[src/rtl/pwm_multi_if.sv]
// Bus bundle for pwm_multi: control inputs, shadow-load strobe and PWM outputs.
// Latency: none (wires only). Backpressure: none, the load strobe is always accepted.
// PWM_POLARITY_EN adds the per-channel polarity vector.
interface pwm_multi_if #(
  parameter int WIDTH    = 32,
  parameter int CHANNELS = 4
);
  logic                      enable;
  logic                      load;
  logic [WIDTH-1:0]          period;
  logic [CHANNELS*WIDTH-1:0] duty;
`ifdef PWM_POLARITY_EN
  logic [CHANNELS-1:0]       polarity;
`endif
  logic [CHANNELS-1:0]       pwm_out;
  logic                      period_tick;
  logic                      pending;

`ifdef PWM_POLARITY_EN
  modport master (output enable, load, period, duty, polarity,
                  input  pwm_out, period_tick, pending);
  modport slave  (input  enable, load, period, duty, polarity,
                  output pwm_out, period_tick, pending);
`else
  modport master (output enable, load, period, duty,
                  input  pwm_out, period_tick, pending);
  modport slave  (input  enable, load, period, duty,
                  output pwm_out, period_tick, pending);
`endif
endinterface

[src/rtl/pwm_multi.sv]
// Multi-channel PWM with one shared period counter; optional PWM_POLARITY_EN inverts channels.
// Latency: pwm_out lags cnt by 1 clock; loads take effect at the next period boundary.
// Backpressure: none, a later load before the boundary simply replaces the earlier one.
module pwm_multi #(
  parameter int WIDTH    = 32,
  parameter int CHANNELS = 4
) (
  input  logic       clk,
  input  logic       rst,
  pwm_multi_if.slave bus
);

  logic [WIDTH-1:0]    sh_period;
  logic [WIDTH-1:0]    act_period;
  logic [WIDTH-1:0]    cnt;
  logic [WIDTH-1:0]    sh_duty  [CHANNELS];
  logic [WIDTH-1:0]    act_duty [CHANNELS];
  logic                pending_q;
  logic [CHANNELS-1:0] pwm_q;
  logic                tick_q;

  logic                running;
  logic                wrap;
  logic                apply;
  logic [CHANNELS-1:0] pwm_nxt;

  assign running = bus.enable && (act_period != '0);
  assign wrap    = running && (cnt == act_period - WIDTH'(1));
  // Disabled or idle counts as a boundary, so nothing is ever left stranded in the shadow.
  assign apply   = wrap || !running;

  always_comb begin
    pwm_nxt = '0;
    for (int i = 0; i < CHANNELS; i++) begin
`ifdef PWM_POLARITY_EN
      pwm_nxt[i] = running ? ((cnt < act_duty[i]) ^ bus.polarity[i]) : bus.polarity[i];
`else
      pwm_nxt[i] = running && (cnt < act_duty[i]);
`endif
    end
  end

  always_ff @(posedge clk or posedge rst) begin
    if (rst) begin
      sh_period  <= '0;
      act_period <= '0;
      cnt        <= '0;
      pending_q  <= 1'b0;
      pwm_q      <= '0;
      tick_q     <= 1'b0;
      for (int i = 0; i < CHANNELS; i++) begin
        sh_duty[i]  <= '0;
        act_duty[i] <= '0;
      end
    end else begin
      if (bus.load) begin
        sh_period <= bus.period;
        for (int i = 0; i < CHANNELS; i++)
          sh_duty[i] <= bus.duty[i*WIDTH +: WIDTH];
      end

      // A load coinciding with a boundary bypasses the shadow straight into active.
      if (apply) begin
        act_period <= bus.load ? bus.period : sh_period;
        for (int i = 0; i < CHANNELS; i++)
          act_duty[i] <= bus.load ? bus.duty[i*WIDTH +: WIDTH] : sh_duty[i];
        pending_q <= 1'b0;
      end else if (bus.load) begin
        pending_q <= 1'b1;
      end

      cnt    <= (running && !wrap) ? cnt + WIDTH'(1) : '0;
      pwm_q  <= pwm_nxt;
      tick_q <= wrap;
    end
  end

  assign bus.pwm_out     = pwm_q;
  assign bus.period_tick = tick_q;
  assign bus.pending     = pending_q;

endmodule

[src/flat_wrapper.sv]
// flat-port wrapper written by rule: the top's interface ports become plain ports
module pwm_multi_flat 
#(
  parameter int WIDTH    = 32,
  parameter int CHANNELS = 4
)
  (clk, rst, bus_enable, bus_load, bus_period, bus_duty, bus_pwm_out, bus_period_tick, bus_pending);
  pwm_multi_if #(.WIDTH(WIDTH), .CHANNELS(CHANNELS)) bus_i ();
  input  logic clk;
  input  logic rst;
  input wire logic [$bits(bus_i.enable)-1:0] bus_enable;
  input wire logic [$bits(bus_i.load)-1:0] bus_load;
  input wire logic [$bits(bus_i.period)-1:0] bus_period;
  input wire logic [$bits(bus_i.duty)-1:0] bus_duty;
  output wire logic [$bits(bus_i.pwm_out)-1:0] bus_pwm_out;
  output wire logic [$bits(bus_i.period_tick)-1:0] bus_period_tick;
  output wire logic [$bits(bus_i.pending)-1:0] bus_pending;
  assign bus_i.enable = bus_enable;
  assign bus_i.load = bus_load;
  assign bus_i.period = bus_period;
  assign bus_i.duty = bus_duty;
  assign bus_pwm_out = bus_i.pwm_out;
  assign bus_period_tick = bus_i.period_tick;
  assign bus_pending = bus_i.pending;
  pwm_multi #(.WIDTH(WIDTH), .CHANNELS(CHANNELS)) u_core (.clk(clk), .rst(rst), .bus(bus_i));
endmodule
[config.mk]
export PLATFORM = sky130hd
export DESIGN_NAME = pwm_multi_flat
export DESIGN_NICKNAME = d
export VERILOG_FILES = /design/src/rtl/pwm_multi_if.sv /design/src/rtl/pwm_multi.sv /design/src/flat_wrapper.sv
export SDC_FILE = /design/constraint.sdc
export NUM_CORES = 1
export LEC_CHECK = 0
export ABC_CLOCK_PERIOD_IN_PS = 16900
export CAP_MARGIN = 30
export CELL_PAD_IN_SITES_DETAIL_PLACEMENT = 0
export CELL_PAD_IN_SITES_GLOBAL_PLACEMENT = 1
export CORE_MARGIN = 4
export CORE_UTILIZATION = 49
export CTS_BUF_LIST = sky130_fd_sc_hd__clkbuf_2
export CTS_CLUSTER_DIAMETER = 60
export CTS_CLUSTER_SIZE = 16
export DETAILED_ROUTE_END_ITERATION = 8
export PLACE_DENSITY = 0.92
export RECOVER_POWER = 25
export SYNTH_ARGS = -nofsm -noshare
export SYNTH_HDL_FRONTEND = slang
export SYNTH_SLANG_ARGS = --single-unit
[constraint.sdc]
create_clock -name clk -period 16.9 [get_ports clk]
set_input_delay 5.07 -clock clk [delete_from_list [all_inputs] [get_ports clk]]
set_output_delay 5.07 -clock clk [all_outputs]
set_load 0.005 [all_outputs]
==> out/results.txt, run 1 <==
Clock Pin Slew Worst Setup and Hold Paths = 200 ps
outcome = finished, violations left
final WL = 40,200 microns
Die X-Extent = 203 microns
Setup Viol. Count Final = 0
Post-synth top cells = 358 x dfrtp_1, 186 x mux2_2, 134 x mux2_4
critical path required time = 17,740 ps
core area = 37,500 sq um
Worst R2R Setup Slack = 11,810 ps
final core utilization = 56.0%
Max IR drop VDD = 0.0000485 V
largest cells by area after synthesis = dfrtp_1 48%, mux2_2 11%, mux2_4 11%
Post-synth top flop = dfrtp_1
vias in the first global route = 12,100
initial antenna violation count = 1
post-synth net total = 1,747
Port Buffers = 169
RSZ-0062 raised after global routing = no
synth-to-layout area growth = 13.0%
mean post-synth cell area = 12.8 sq um
fmax = 102 MHz
Initial DRT Pass Iterations = 5
Leakage = 10.1 nW
Worst Setup Slack, final = 7110 ps
Post-Syn Area = 18,600 sq um
min cycle time layout = 9790 ps
layout cells sized above 1 = 19.1%
startpoint types = input pin
Filler Cell Count = 3,160
power density over cell area = 83.9 nW/um^2
sequential area share after synthesis = 48.2%
failing checks = capacitance limit, slew limit
count leader, synth = dfrtp_1
drt first-iter violations = 505
H-tree lvl count = 1
Syn Inst Count = 1,456
maxcap violations = 2
Post-synth EDFFs = 0
Crit Path Max Fanout = 95
post-DR wirelength/cell = 18.8 microns
area leader, netlist = dfrtp_1
ys async rst share = 100%
synth warn = 0
critical path capture point type = flop
endpoints failing hold = 0
postcts setup bufs = 0
Synth Register Bits = 358
Die Y = 203 microns
DIE AREA = 41,100 sq um
I/O pin total = 170
hold_buf cts = 0
Final Cell Area = 21,000 sq um
Final #Nets = 1,905
Post-DP HPWL = 28,900 microns
max-slew violation count = 229
Place WS = 9280 ps
GRT overflow = 0
worst reg2reg path depth = 9
FP Rows = 71
CTS Buf Count = 31
sum of negative setup slack = 0 ps
clk sinks = 358
share of the synthesized area in the top cell type = 48.2%
Yosys cell types = 63
Antenna Nets Post-Route = 0
crit path kind = input pin to flop
vias post-DR = 11,500
Hold Path Depth = 1
dpl cell area = 20,600 sq um
Worst Hold Class = flop to flop
clk root buf = clkbuf_2
Worst Max-Slew Pin Slew = 5760 ps
Tcrit/Tclk final = 57.9%
largest net degree at the start of global routing = 138
maximum root-to-sink buffer count = 3
later-pin clock latency in the skew report = 1010 ps
Initial Util = 49.5%
DRC Markers = 0
Final Skew = 88.2 ps
GRT Util Overall = 19.6%
vias per cell = 5.35
Arr. time, crit path = 10,630 ps
Relative slew margins = -286%
post-CTS sizing = 0
TritonCTS clock tree = done
GPL Wtd Cong = 0.868
first-pass GRT wire length = 65,100 microns
-- worst paths after layout --
check	startpoint	to
setup / recovery	bus_load	u_core.act_duty[109]
hold / removal	u_core.sh_duty[82]	u_core.sh_duty[82]
setup reg to reg	u_core.act_period[2]	u_core.act_duty[124]
hold reg to reg	u_core.sh_duty[82]	u_core.sh_duty[82]
max in group asynchronous	rst	u_core.act_duty[109]
min in group asynchronous	rst	u_core.act_duty[45]
-- cells by family after synthesis --
family,after synthesis,synth area share [%]
AOI/OAI and AO/OA,145,5.54
muxes,322,22.2
adders and majority gates,127,8.56
DFF,358,48.2
xor gates and xnor gates,73,3.44
and+or+nand+nor,245,7.13
buffers and inverters,186,4.87
-- stage by stage --
step           hold WS (ps)  power, W  cells
2_1_floorplan           468   0.00127   1456
3_3_place_gp            479   0.00137   2088
3_5_place_dp            483   0.00139   2091
4_1_cts                 532   0.00179   2138
5_1_grt                 547   0.00187   2140
6_report                513   0.00176   2140
-- report_power, final --
part	leakage, nW	total (W)	internal [W]	switching [W]
sequential	4.26	0.00102	0.000953	0.0000630
combinational	5.65	0.000351	0.000198	0.000153
clock	0.216	0.000394	0.000109	0.000285
total	10.1	0.00176	0.00126	0.000501
-- sequential cells by signal, summed over array words and instances (netlist names) --
name	flops
u_core.act_period	32
u_core.sh_duty	128
u_core.sh_period	32
u_core.bus.pending	1
u_core.bus.pwm_out	4
u_core.cnt	32
u_core.act_duty	128
u_core.bus.period_tick	1
-- final cells by class --
cell class,instances,area [sq um],area share (%)
Sequential cell,358,8960,42.7
Multi-Input combinational cell,912,8710,41.5
Timing Repair Buffer,179,1820,8.69
Tap cell,511,639,3.05
Inverter,132,497,2.37
Clock inverter,15,199,0.948
Clock buffer,32,160,0.763
Antenna cell,1,2.50,0.0119
-- critical path, cell delays in order --
cell	delay [ps]
clkbuf_1	3600
buf_4	1090
mux2_2	460
mux2_4	260
-- routing by layer --
metal	share of wire [%]	vias to the layer above	track usage, %
met1	45	5703	26.2
met4	2.0	0	4.32
met3	4.4	50	2.75
met5	0	-	0
li1	-	5443	-
met2	49	256	34.1
-- placed cells by master (no fill, tap or decap), types with 4 or more instances in the layout --
master,synthesis,final
a211oi_1,9,9
a21o_1,54,54
a21oi_1,26,26
and3_1,7,7
buf_4,3,5
clkbuf_2,0,32
clkdlybuf4s50_1,0,167
dfrtp_1,358,358
ha_1,127,127
inv_1,132,131
mux2_1,1,81
mux2_2,186,106
mux2_4,134,134
nand2_1,29,29
nand2b_1,10,10
nand3_1,17,17
nand4_1,36,36
nor2_1,66,66
nor2b_1,9,9
nor3_1,19,19
nor4_1,15,15
o211ai_1,4,4
o21ai_0,16,16
o21bai_1,4,4
or2_2,5,5
or3_1,7,7
or4_1,8,8
xnor2_1,32,32
xor2_1,41,41
No activity file was read; power rests on OpenSTA's default activity.
==> run 2: changes to the inputs <==
--- a/config.mk
+++ b/config.mk
@@ -5,7 +5,7 @@
 export SDC_FILE = /design/constraint.sdc
 export NUM_CORES = 1
 export LEC_CHECK = 0
-export ABC_CLOCK_PERIOD_IN_PS = 16900
+export ABC_CLOCK_PERIOD_IN_PS = 9400
 export CAP_MARGIN = 30
 export CELL_PAD_IN_SITES_DETAIL_PLACEMENT = 0
 export CELL_PAD_IN_SITES_GLOBAL_PLACEMENT = 1
==> constraint.sdc (replaced) <==
create_clock -name clk -period 9.4 [get_ports clk]
set_input_delay 2.82 -clock clk [delete_from_list [all_inputs] [get_ports clk]]
set_output_delay 2.82 -clock clk [all_outputs]
set_load 0.005 [all_outputs]
==> out/results.txt, run 2 (synthesis results as in run 1) <==
maximum root-to-sink buffer count = 3
outcome = finished, violations left
endpoints failing hold = 0
GRT Util Overall = 19.6%
Sequential Power Share = 59.0%
post-CTS sizing = 0
Sw Ratio = 29.2%
Worst Max-Slew Pin Slew = 5020 ps
Initial DRT Pass Iterations = 5
Leakage = 10.1 nW
I/O pin total = 170
fmax = 151 MHz
startpoint types = input pin
clk sinks = 358
maxcap violations = 3
DIE AREA = 41,100 sq um
vias post-DR = 11,400
TritonCTS clock tree = done
critical path required time = 10,250 ps
Clk pwr share = 20.7%
min cycle time layout = 6640 ps
commonest non-fill, non-tap cell in the layout = dfrtp_1
initial antenna violation count = 2
FP Rows = 71
Antenna Nets Post-Route = 0
power density over cell area = 148 nW/um^2
Port Buffers = 169
Post-DP HPWL = 28,800 microns
Filler Cell Count = 3,181
CP top delay family = buffers and inverters
Clock Pin Slew Worst Setup and Hold Paths = 260 ps
Die X-Extent = 203 microns
NetSw = 0.000903 W
Final #Nets = 1,904
WP buf/inv = 2
crit path cell chain = buf_6 -> clkbuf_1 -> mux2_2 -> mux2_4
part of the power in combinational logic = 20.2%
Max stage delay on crit path = 3490 ps
Pint = 0.00219 W
core area = 37,500 sq um
layout cells sized above 1 = 16.5%
postcts setup bufs = 0
Top Registers = u_core.act_duty (128), u_core.sh_duty (128)
hold_buf cts = 0
drt first-iter violations = 525
Crit Path Max Fanout = 90
GRT overflow = 0
largest net degree at the start of global routing = 166
CTS Buf Count = 31
Tcrit/Tclk final = 70.6%
synth-to-layout area growth = 12.6%
Final Cell Area = 20,900 sq um
Final Skew = 113 ps
Max IR drop VDD = 0.0000990 V
sum of negative setup slack = 0 ps
Worst Hold Class = flop to flop
Initial Util = 49.5%
vias in the first global route = 11,900
critical path capture point type = flop
clk root buf = clkbuf_2
DRC Markers = 0
Relative slew margins = -235%
later-pin clock latency in the skew report = 1000 ps
vias per cell = 5.31
final WL = 40,500 microns
H-tree lvl count = 1
Slowest-stage cell, CP = clkbuf_1
crit path kind = input pin to flop
most frequent cells in the layout = 358 x dfrtp_1, 166 x clkdlybuf4s50_1, 134 x mux2_4
RSZ-0062 raised after global routing = no
failing checks = capacitance limit, slew limit
Arr. time, crit path = 7490 ps
Die Y = 203 microns
GPL Wtd Cong = 0.870
first-pass GRT wire length = 65,200 microns
dpl cell area = 20,600 sq um
post-DR wirelength/cell = 18.9 microns
Setup Viol. Count Final = 0
max-slew violation count = 181
run 2: per-stage QoR:
| stage | power (W) | setup slack, ps | instances | hold WS, ps | util [%] |
|---|---|---|---|---|---|
| finish | 0.00309 | 2760 | 2139 | 516 | 55.8 |
| global route | 0.00327 | 2440 | 2139 | 538 | 55.8 |
| CTS | 0.00314 | 4500 | 2135 | 532 | 55.8 |
| global placement | 0.00247 | 4220 | 2087 | 479 | 54.9 |
| detailed placement | 0.00250 | 4210 | 2089 | 482 | 55.0 |
| floorplan | 0.00229 | 1780 | 1456 | 468 | - |
run 2: final cells by class:
class,count,area (sq um),area share (%)
Sequential cell,358,8960,42.8
Tap cell,511,639,3.06
Timing Repair Buffer,178,1810,8.66
Antenna cell,2,5.00,0.0239
Clock buffer,35,175,0.837
Inverter,132,497,2.37
Multi-Input combinational cell,912,8720,41.7
Clock inverter,11,116,0.556
run 2: power groups by stage:
stage	Clock (W)	Sequential (W)	Combinational, W
4_1_cts	0.000670	0.00183	0.000644
6_report	0.000642	0.00183	0.000625
3_5_place_dp	0	0.00186	0.000640
5_1_grt	0.000729	0.00185	0.000695
3_3_place_gp	0	0.00185	0.000618
2_1_floorplan	0	0.00181	0.000485
run 2: path summary, 6_finish.rpt:
check	to	cells after the start	from	slack [ps]
max in group asynchronous	u_core.sh_duty[30]	4	rst	4340
min in group asynchronous	u_core.sh_duty[41]	2	rst	2130
worst min-delay path	u_core.sh_duty[82]	1	u_core.sh_duty[82]	520
worst max-delay path	u_core.act_duty[80]	4	bus_load	2760
worst min register to register	u_core.sh_duty[82]	1	u_core.sh_duty[82]	520
worst max register to register	u_core.act_duty[118]	9	u_core.act_period[12]	4730
run 2: routing by layer:
layer | GRT usage (%) | up-vias | share of wire (%)
met5 | 0 | - | 0
met4 | 4.22 | 0 | 2.3
met3 | 3.15 | 61 | 4.4
met2 | 33.2 | 214 | 48
met1 | 27.0 | 5673 | 45
li1 | - | 5416 | -
